<file path="src/rtl/weight_control_if.sv">
// Instruction and weight-path signals of the weight load sequencer.
// slave: the sequencer side; master: the coordinator / buffer / array side.
interface weight_control_if #(
    parameter int WEIGHT_ADDR_WIDTH = 40,
    parameter int LENGTH_WIDTH      = 32,
    parameter int ROW_WIDTH         = 4
);
    logic [WEIGHT_ADDR_WIDTH-1:0] instr_address;
    logic [LENGTH_WIDTH-1:0]      instr_length;
    logic                         instr_enable;
    logic                         busy;
    logic                         resource_busy;
    logic                         weight_buffer_en;
    logic [WEIGHT_ADDR_WIDTH-1:0] weight_buffer_addr;
    logic                         load_weight;
    logic [ROW_WIDTH-1:0]         weight_row;
    logic                         weight_zero;

    modport slave (
        input  instr_address, instr_length, instr_enable,
        output busy, resource_busy, weight_buffer_en, weight_buffer_addr,
               load_weight, weight_row, weight_zero
    );

    modport master (
        output instr_address, instr_length, instr_enable,
        input  busy, resource_busy, weight_buffer_en, weight_buffer_addr,
               load_weight, weight_row, weight_zero
    );
endinterface

</file>
<file path="src/rtl/weight_control.sv">
// Weight load sequencer: one buffer read per row, load strobe READ_LATENCY cycles later.
// Optional macro WEIGHT_CONTROL_ZERO_PAD_EN pads partial tiles with zero rows.
module weight_control #(
    parameter int MATRIX_WIDTH      = 14,
    parameter int WEIGHT_ADDR_WIDTH = 40,
    parameter int LENGTH_WIDTH      = 32,
    parameter int READ_LATENCY      = 2
) (
    input  logic             clk,
    input  logic             rst,
    input  logic             enable,
    weight_control_if.slave  bus
);
    localparam int AW    = WEIGHT_ADDR_WIDTH;
    localparam int LW    = LENGTH_WIDTH;
    localparam int ROW_W = (MATRIX_WIDTH > 1) ? $clog2(MATRIX_WIDTH) : 1;
    localparam logic [ROW_W-1:0] LAST_ROW = ROW_W'(MATRIX_WIDTH - 1);

    typedef enum logic [1:0] {
        IDLE  = 2'd0,
        ISSUE = 2'd1,
        DRAIN = 2'd2
    } state_t;

    state_t            state_r, next_state_s;
    logic [AW-1:0]     base_r, base_s, addr_r, addr_s;
    logic [LW-1:0]     len_r, len_s, issued_r, issued_s;
    logic [ROW_W-1:0]  row_cnt_r, row_cnt_s, row_inc_s, issue_row_r, issue_row_s;
    logic              issue_vld_r, issue_vld_s, en_r, en_s;
    logic              accept_s, more_s, done_s, pending_s, dl_any_s;
    logic              dl_vld_r [READ_LATENCY];
    logic [ROW_W-1:0]  dl_row_r [READ_LATENCY];
`ifdef WEIGHT_CONTROL_ZERO_PAD_EN
    logic              issue_zero_r, issue_zero_s;
    logic              dl_zero_r [READ_LATENCY];
`endif

    // The row counter persists across instructions and wraps at the tile edge.
    assign row_inc_s = (row_cnt_r == LAST_ROW) ? {ROW_W{1'b0}} : row_cnt_r + ROW_W'(1);
    assign accept_s  = bus.instr_enable && (bus.instr_length != {LW{1'b0}}) && (state_r != ISSUE);
    assign more_s    = (issued_r < len_r);
`ifdef WEIGHT_CONTROL_ZERO_PAD_EN
    assign done_s    = !more_s && (row_cnt_r == {ROW_W{1'b0}});
`else
    assign done_s    = !more_s;
`endif

    // Delay-line occupancy; pending ignores the last stage, which empties on this edge.
    always_comb begin
        pending_s = issue_vld_r;
        dl_any_s  = 1'b0;
        for (int i = 0; i < READ_LATENCY; i++) begin
            dl_any_s  = dl_any_s | dl_vld_r[i];
            pending_s = pending_s | (dl_vld_r[i] & (i < READ_LATENCY - 1));
        end
    end

    // Next state and the issue slot registered at the coming edge.
    always_comb begin
        next_state_s = state_r;
        base_s       = base_r;
        len_s        = len_r;
        issued_s     = issued_r;
        row_cnt_s    = row_cnt_r;
        issue_vld_s  = 1'b0;
        issue_row_s  = issue_row_r;
        en_s         = 1'b0;
        addr_s       = addr_r;
`ifdef WEIGHT_CONTROL_ZERO_PAD_EN
        issue_zero_s = 1'b0;
`endif
        case (state_r)
            IDLE, DRAIN: begin
                if (accept_s) begin
                    next_state_s = ISSUE;
                    base_s       = bus.instr_address;
                    len_s        = bus.instr_length;
                    issued_s     = LW'(1);
                    issue_vld_s  = 1'b1;
                    issue_row_s  = row_cnt_r;
                    row_cnt_s    = row_inc_s;
                    en_s         = 1'b1;
                    addr_s       = bus.instr_address;
                end else if ((state_r == DRAIN) && !pending_s) begin
                    next_state_s = IDLE;
                end else begin
                    next_state_s = state_r;
                end
            end
            ISSUE: begin
                if (done_s) begin
                    next_state_s = DRAIN;
                end else begin
                    issue_vld_s = 1'b1;
                    issue_row_s = row_cnt_r;
                    row_cnt_s   = row_inc_s;
                    issued_s    = issued_r + LW'(1);
                    if (more_s) begin
                        en_s   = 1'b1;
                        addr_s = base_r + AW'(issued_r);
                    end else begin
                        en_s = 1'b0;
`ifdef WEIGHT_CONTROL_ZERO_PAD_EN
                        issue_zero_s = 1'b1;
`endif
                    end
                end
            end
            default: begin
                next_state_s = IDLE;
            end
        endcase
    end

    // State, issue registers and the {valid, row} delay line; all hold while enable is low.
    always_ff @(posedge clk or posedge rst) begin
        if (rst) begin
            state_r     <= IDLE;
            base_r      <= {AW{1'b0}};
            len_r       <= {LW{1'b0}};
            issued_r    <= {LW{1'b0}};
            row_cnt_r   <= {ROW_W{1'b0}};
            issue_vld_r <= 1'b0;
            issue_row_r <= {ROW_W{1'b0}};
            en_r        <= 1'b0;
            addr_r      <= {AW{1'b0}};
`ifdef WEIGHT_CONTROL_ZERO_PAD_EN
            issue_zero_r <= 1'b0;
`endif
            for (int i = 0; i < READ_LATENCY; i++) begin
                dl_vld_r[i] <= 1'b0;
                dl_row_r[i] <= {ROW_W{1'b0}};
`ifdef WEIGHT_CONTROL_ZERO_PAD_EN
                dl_zero_r[i] <= 1'b0;
`endif
            end
        end else if (enable) begin
            state_r     <= next_state_s;
            base_r      <= base_s;
            len_r       <= len_s;
            issued_r    <= issued_s;
            row_cnt_r   <= row_cnt_s;
            issue_vld_r <= issue_vld_s;
            issue_row_r <= issue_row_s;
            en_r        <= en_s;
            addr_r      <= addr_s;
            dl_vld_r[0] <= issue_vld_r;
            dl_row_r[0] <= issue_row_r;
`ifdef WEIGHT_CONTROL_ZERO_PAD_EN
            issue_zero_r <= issue_zero_s;
            dl_zero_r[0] <= issue_zero_r;
`endif
            for (int i = 1; i < READ_LATENCY; i++) begin
                dl_vld_r[i] <= dl_vld_r[i-1];
                dl_row_r[i] <= dl_row_r[i-1];
`ifdef WEIGHT_CONTROL_ZERO_PAD_EN
                dl_zero_r[i] <= dl_zero_r[i-1];
`endif
            end
        end
    end

    assign bus.busy               = (state_r == ISSUE);
    assign bus.resource_busy      = (state_r != IDLE) || dl_any_s;
    assign bus.weight_buffer_en   = en_r;
    assign bus.weight_buffer_addr = addr_r;
    assign bus.load_weight        = dl_vld_r[READ_LATENCY-1];
    assign bus.weight_row         = dl_row_r[READ_LATENCY-1];
`ifdef WEIGHT_CONTROL_ZERO_PAD_EN
    assign bus.weight_zero        = dl_zero_r[READ_LATENCY-1];
`else
    assign bus.weight_zero        = 1'b0;
`endif
endmodule

</file>
<file path="src/flat_wrapper.sv">
// flat-port wrapper written by rule: the top's interface ports become plain ports
module weight_control_flat 
#(
    parameter int MATRIX_WIDTH      = 14,
    parameter int WEIGHT_ADDR_WIDTH = 40,
    parameter int LENGTH_WIDTH      = 32,
    parameter int READ_LATENCY      = 2
)
  (clk, rst, enable, bus_instr_address, bus_instr_length, bus_instr_enable, bus_busy, bus_resource_busy, bus_weight_buffer_en, bus_weight_buffer_addr, bus_load_weight, bus_weight_row, bus_weight_zero);
  weight_control_if #(.WEIGHT_ADDR_WIDTH(WEIGHT_ADDR_WIDTH), .LENGTH_WIDTH(LENGTH_WIDTH), .ROW_WIDTH((4))) bus_i ();
  input  logic clk;
  input  logic rst;
  input  logic enable;
  input wire logic [$bits(bus_i.instr_address)-1:0] bus_instr_address;
  input wire logic [$bits(bus_i.instr_length)-1:0] bus_instr_length;
  input wire logic [$bits(bus_i.instr_enable)-1:0] bus_instr_enable;
  output wire logic [$bits(bus_i.busy)-1:0] bus_busy;
  output wire logic [$bits(bus_i.resource_busy)-1:0] bus_resource_busy;
  output wire logic [$bits(bus_i.weight_buffer_en)-1:0] bus_weight_buffer_en;
  output wire logic [$bits(bus_i.weight_buffer_addr)-1:0] bus_weight_buffer_addr;
  output wire logic [$bits(bus_i.load_weight)-1:0] bus_load_weight;
  output wire logic [$bits(bus_i.weight_row)-1:0] bus_weight_row;
  output wire logic [$bits(bus_i.weight_zero)-1:0] bus_weight_zero;
  assign bus_i.instr_address = bus_instr_address;
  assign bus_i.instr_length = bus_instr_length;
  assign bus_i.instr_enable = bus_instr_enable;
  assign bus_busy = bus_i.busy;
  assign bus_resource_busy = bus_i.resource_busy;
  assign bus_weight_buffer_en = bus_i.weight_buffer_en;
  assign bus_weight_buffer_addr = bus_i.weight_buffer_addr;
  assign bus_load_weight = bus_i.load_weight;
  assign bus_weight_row = bus_i.weight_row;
  assign bus_weight_zero = bus_i.weight_zero;
  weight_control #(.MATRIX_WIDTH(MATRIX_WIDTH), .WEIGHT_ADDR_WIDTH(WEIGHT_ADDR_WIDTH), .LENGTH_WIDTH(LENGTH_WIDTH), .READ_LATENCY(READ_LATENCY)) u_core (.clk(clk), .rst(rst), .enable(enable), .bus(bus_i));
endmodule
</file>
<file path="config.mk">
export PLATFORM = sky130hd
export DESIGN_NAME = weight_control_flat
export DESIGN_NICKNAME = d
export VERILOG_FILES = /design/src/rtl/weight_control_if.sv /design/src/rtl/weight_control.sv /design/src/flat_wrapper.sv
export SDC_FILE = /design/constraint.sdc
export NUM_CORES = 1
export LEC_CHECK = 0
export BUFFER_PORTS_ARGS = -buffer_cell sky130_fd_sc_hd__buf_2
export CAP_MARGIN = 25
export CORE_MARGIN = 2
export CORE_UTILIZATION = 60
export CTS_BUF_LIST = sky130_fd_sc_hd__clkbuf_4
export CTS_CLUSTER_SIZE = 16
export DETAILED_ROUTE_END_ITERATION = 6
export GPL_TIMING_DRIVEN = 0
export MAX_ROUTING_LAYER = met4
export PLACE_DENSITY_LB_ADDON = 0.1
export SLEW_MARGIN = 10
export SYNTH_ARGS = -nofsm -noshare
export SYNTH_HDL_FRONTEND = slang
export SYNTH_SLANG_ARGS = --single-unit
</file>
<file path="constraint.sdc">
create_clock -name clk -period 10.5 [get_ports clk]
set_input_delay 1.05 -clock clk [delete_from_list [all_inputs] [get_ports clk]]
set_output_delay 1.05 -clock clk [all_outputs]
set_load 0.02 [all_outputs]
</file>
## After elaboration in Yosys (flattened, before gate mapping)

Index checks and enable logic that the tools add are counted.

| storage, ports and cells | value |
|---|---|
| flip-flop bits (word level) | 165 |
| input port bits | 76 |
| output and inout port bits | 49 |
| word-level logic and storage cells | 59 |

| cells by class | value |
|---|---|
| add/subtract/negate cells | 3 |
| $lt $le $gt $ge | 1 |
| equal/unequal tests | 8 |
| muxes and demuxes | 20 |
| bitwise gates (word level) | 2 |
| reduce and logical (&&, ||, !) cells | 13 |

Operator list:

| kind | count |
|---|---|
| $mux W40 | 2 |
| $pmux W40 S2 | 1 |
| $mux W32 | 2 |
| $pmux W32 S2 | 1 |
| $add A40 B32 Y40 | 1 |
| $add A32 B1 Y32 const B | 1 |
| $lt A32 B32 Y1 | 1 |
| $reduce_bool A32 Y1 | 1 |
| $mux W4 | 5 |
| $pmux W4 S2 | 2 |
| $mux W2 | 3 |
| $ne A2 B1 Y1 const B | 3 |
| $reduce_and A3 Y1 | 2 |
| $add A4 B1 Y4 const B | 1 |
| $eq A4 B4 Y1 const B | 1 |
| $pmux W2 S2 | 1 |
| $reduce_and A4 Y1 | 1 |
| $reduce_bool A2 Y1 | 2 |
| $logic_and A1 B1 Y1 | 3 |
| $ne A3 B1 Y1 const B | 1 |
| $eq A2 B1 Y1 const B | 1 |
| $eq A2 B2 Y1 const B | 1 |
| $logic_not A2 Y1 | 1 |
| $mux W1 | 2 |
| other kinds (6) | 7 |

## Depth between registers and ports, before layout

| depth | value |
|---|---|
| depth in word-level cells | 6 |
| mapped depth | 13 |
| gate-level depth less buffers | 13 |

## Worst setup path before layout

Ideal clock, no wire load.

| path | value |
|---|---|
| kind | register -> register |
| start | reg u_core.issued_r[0] |
| end | reg u_core.addr_r[34] (netlist: u_core.bus.weight_buffer_addr[34]) |
| library setup time | 0.138 ns |
| data arrival time | 2.944 ns |
| data required time | 10.362 ns |
| slack | 7.418 ns |
| stages on the path, launching flop included | 14 |
| buffers on the path | 0 |
| period minus slack after synthesis | 3.082 ns |
| cell sequence | dfrtp_1 -> ha_1 -> inv_1 -> fa_1 -> nor2b_4 -> o31a_1 -> or4b_1 -> a21oi_2 -> a2111oi_1 -> o21a_1 -> a221o_1 -> nand3_1 -> xor2_1 -> o211ai_1 |

| between the ends | value |
|---|---|
| longest elaborated chain between the ends | 3 |
| elaborated cells on any way between the ends | 6 |
| those cells by class | 1 x add/sub; 1 x order compare; 1 x eq/ne; 2 x mux; 1 x reduce/logical |

RTL lines:

| element | line | RTL |
|---|---|---|
| start: declaration | weight_control.sv:27 | `logic [LW-1:0] len_r, len_s, issued_r, issued_s;` |
| start signal: assignment | weight_control.sv:121 | `issued_r <= {LW{1'b0}};` |
| start signal: assignment | weight_control.sv:141 | `issued_r <= issued_s;` |
| $add A40 B32 Y40 or $lt A32 B32 Y1 (tied branches) | weight_control.sv:100, weight_control.sv:41 |  |
| $mux W40 or $ne A2 B1 Y1 (tied branches) | n/a |  |
| $pmux W40 S2 or $reduce_and A4 Y1 (tied branches) | n/a |  |
| end signal: assignment | weight_control.sv:126 | `addr_r <= {AW{1'b0}};` |
| end signal: assignment | weight_control.sv:146 | `addr_r <= addr_s;` |
| end: declaration | weight_control.sv:26 | `logic [AW-1:0] base_r, base_s, addr_r, addr_s;` |

Parallel ways exist; a longest one is shown, timed or not. The select of a mux whose other input is x is not followed.
A chain may end at the register's enable or synchronous reset.

## Worst setup path after layout

Same ends and word-level chain as after synthesis.

==> out/summary.md <==
The flow ran to the end, and the final reports show no timing, DRC or antenna violations. The routed via count was 8484; the hold violation count in the final report was 0. The worst min-delay path category is in2async.

For the number of buffers added to fix hold violations after cts, the log shows 0. The number of setup buffers added after CTS is 0. Once the floorplan was initialized, standard cells occupied 61.76% of the core. Maximum buffer depth of the clock tree: 2. Setup repair after global routing left no endpoint under its margin.

The completed layout was analyzed and its total power is 2315 µW. The logs give 0.01464 ns for the clock skew and 33.59% for the total track usage. The fraction of synthesis flops using an asynchronous set or reset pin is 100.0%. Clock-pin slew was measured on the worst setup and hold paths at 0.15 ns. The worst path uses 34.68% of the clock period. The mapped netlist covers 9459 µm². The commonest non-fill, non-tap cell in the layout is nand2_1. In the layout the commonest cells are nand2_1, dfrtp_1, buf_2.

The post-route netlist has 14.64% of its cells at a drive strength greater than 1. The biggest fanout along the worst timing path was 6. The worst path in the final design needs a cycle of 3.642 ns, including I/O delays and setup. The first detailed-routing pass took 5 iterations. The horizontal die dimension works out to 129.6 µm. In the final design database the tool counted 1392 nets.

The cell at the root of the clock tree is clkbuf_4. For the final global-route overflow total, the log shows 0. By startpoint and endpoint, the worst setup path is classified as reg2reg. TritonCTS built the clock tree. The run gives 0 as the initial antenna violation count. The tools report the first-pass GRT wire length as 41.48 mm.

Static timing analysis puts the maximum clock frequency at 274.6 MHz. In this run the mean area of a mapped cell was 8.529 µm². Counting flops and latches in the post-synthesis netlist gives 165.

The routed wirelength normalized by instance count is 17.79 µm, and the sequential fraction of the synthesis area is 43.65%. The floorplan step set the die height to 129.6 µm. Number of vias per cell: 5.752. For the CTS buffer count, the log shows 17. In this design, the largest share of critical-path delay is due to compound AO/OA/AOI/OAI gates. Synthesized net count: 1250. The cell type of the slowest stage on the worst timing path is a2111oi_1. Final total negative setup slack: 0 ns. Post-CTS repair changed the size of 0 cells.

The power per cell area is 217.2 nW/µm². The flip-flop cell with the highest count after synthesis is dfrtp_1. The logs give 0 for the detailed-route DRC error count and 853 for the first-iteration detailed-routing DRC count.

For the worst IR drop on VDD, the log shows 112.0 µV. The number of enable flip-flop cells after synthesis was 0. The area growth from synthesis to layout is 12.67%. The die covers 16790 µm².

The number of violations of the max-capacitance limit came out at 0. During synthesis, Yosys emitted a total of 0 warnings. In the synthesized netlist, the number of instances is 1109.

Summed over all nets, the half-perimeter wirelength after detailed placement is 19.40 mm. For the worst setup path, the data required time is 11.03 ns. The data arrival at the endpoint of the critical path was 4.18 ns; the count of buffer and inverter cells on the critical path was 1.

Clock latency on the worst-skew pair, taken at its later pin, is 0.61 ns. For the number of unique standard cell types used by synthesis, the log shows 58. The delay contributed by the slowest stage of the critical path is 0.64 ns, and the total routed wirelength is 26.23 mm.

The tools report the count of endpoints failing setup in the final report as 0. 0 antenna diodes ended up in the layout. Number of pins with negative max-slew slack in the final report: 0. The run gives 7881 as the number of global-route vias before repair. The logs give 0.9684 for the routability congestion estimate from global placement and 40.82% for the worst-case headroom to the max-slew limit. The floorplan has 45 rows.

Counting every sink on the clock net gives 165. The endpoint kind of the worst setup timing path was a register. The tools report the number of levels in the clock H-tree as 4. The detail route stage leaves a number of antenna-violating nets equal to 0. The standby leakage power is 0.005197 µW, and the measured slew at the worst slew-check pin is 0.8877 ns. Maximum number of pins on one net before global-route repair: 100. The tools report the startpoint class of the critical path as a register. The count of port buffers added during placement is 122, and the count of pins on the block boundary is 125. The signal on the critical path passes through ha_1, inv_1, fa_1, nor2b_4, o31a_1, or4b_1, a21oi_2, a2111oi_1, o21a_1, a221o_1, nand3_1, xor2_1, o211ai_1. The core region is 15310 µm².
==> cell usage after synthesis, types with 14 or more instances <==
| cell | instances | share of area, % |
|---|---|---|
| a21oi_1 | 83 | 4.4 |
| and3_1 | 14 | 0.93 |
| clkbuf_1 | 38 | 1.5 |
| dfrtp_1 | 165 | 44 |
| ha_1 | 64 | 8.5 |
| inv_1 | 47 | 1.9 |
| nand2_1 | 255 | 10 |
| nand3_1 | 28 | 1.5 |
| nand4_1 | 15 | 0.99 |
| nor2_1 | 80 | 3.2 |
| o21ai_0 | 101 | 5.3 |
| xnor2_1 | 24 | 2.2 |
| xor2_1 | 29 | 2.7 |
==> metrics by stage <==
step	hold WS [ns]	utilization (%)	setup WS [ns]	cells	area (µm²)
global route	0.4722	69.59	6.602	1475	10660
floorplan	0.4331	-	4.988	1109	9459
global placement	0.4509	67.48	3.182	1442	10330
CTS	0.4640	69.59	6.902	1475	10660
finish	0.4533	69.59	6.858	1475	10660
detailed placement	0.4576	67.70	6.552	1443	10370
==> flip-flops by register name, indices dropped and copies added, names as in the netlist <==
signal                         cells
u_core.base_r                     40
u_core.row_cnt_r                   4
u_core.issue_row_r                 4
u_core.bus.weight_buffer_addr     40
u_core.issue_vld_r                 1
u_core.dl_row_r                    4
u_core.issued_r                   32
u_core.dl_vld_r                    1
u_core.bus.weight_row              4
u_core.state_r                     2
u_core.bus.load_weight             1
u_core.len_r                      32
==> final timing paths <==
kind / from / endpoint / slack [ns] / cells after the start
max: u_core.issued_r[0] / u_core.bus.weight_buffer_addr[34] / 6.86 / 13
min: rst / u_core.bus.weight_row[2] / 0.45 / 2
max reg2reg: u_core.issued_r[0] / u_core.bus.weight_buffer_addr[34] / 6.86 / 13
min reg2reg: u_core.len_r[0] / u_core.len_r[0] / 0.49 / 2
max in group asynchronous: rst / u_core.base_r[17] / 9.20 / 3
min in group clk: u_core.len_r[0] / u_core.len_r[0] / 0.49 / 2
==> routing by layer <==
| layer | wire (µm) | GRT usage (%) | vias to the layer above |
|---|---|---|---|
| li1 | - | - | 4095 |
| met1 | 12260 | 48.30 | 4055 |
| met2 | 11690 | 49.98 | 290 |
| met3 | 1638 | 4.748 | 44 |
| met4 | 650 | 9.867 | 0 |
| met5 | 0 | - | - |
==> final cells by class <==
class / instances / area, µm²
plain buffers: 52 / 221.5
clock inverters: 14 / 153.9
clock buffers: 18 / 135.1
repair buffers: 123 / 638.1
fillers: 1350 / 4657
inverters: 48 / 187.7
well taps: 211 / 264.0
multi-input cells: 844 / 4928
flip-flops and latches: 165 / 4129
==> where the power goes <==
part	total (µW)	internal, µW	switching, µW
Combinational	923	349	574
Clock	394	146	248
Sequential	998	859	138
==> cells by family (layout without fill, tap and decap cells) <==
group | count (synthesis) | count (layout) | share of synthesized area [%]
AO/OA/AOI/OAI | 269 | 269 | 16.75
XOR/XNOR | 53 | 53 | 4.907
adder cells (fa/ha/maj) | 65 | 65 | 8.677
buffers and inverters | 100 | 255 | 4.246
flip-flops | 165 | 165 | 43.65
multiplexers | 14 | 14 | 1.627
other | 1 | 1 | 0.03964
AND/OR/NAND/NOR | 442 | 442 | 20.11
Note: power is estimated with default switching activity, not from simulation.
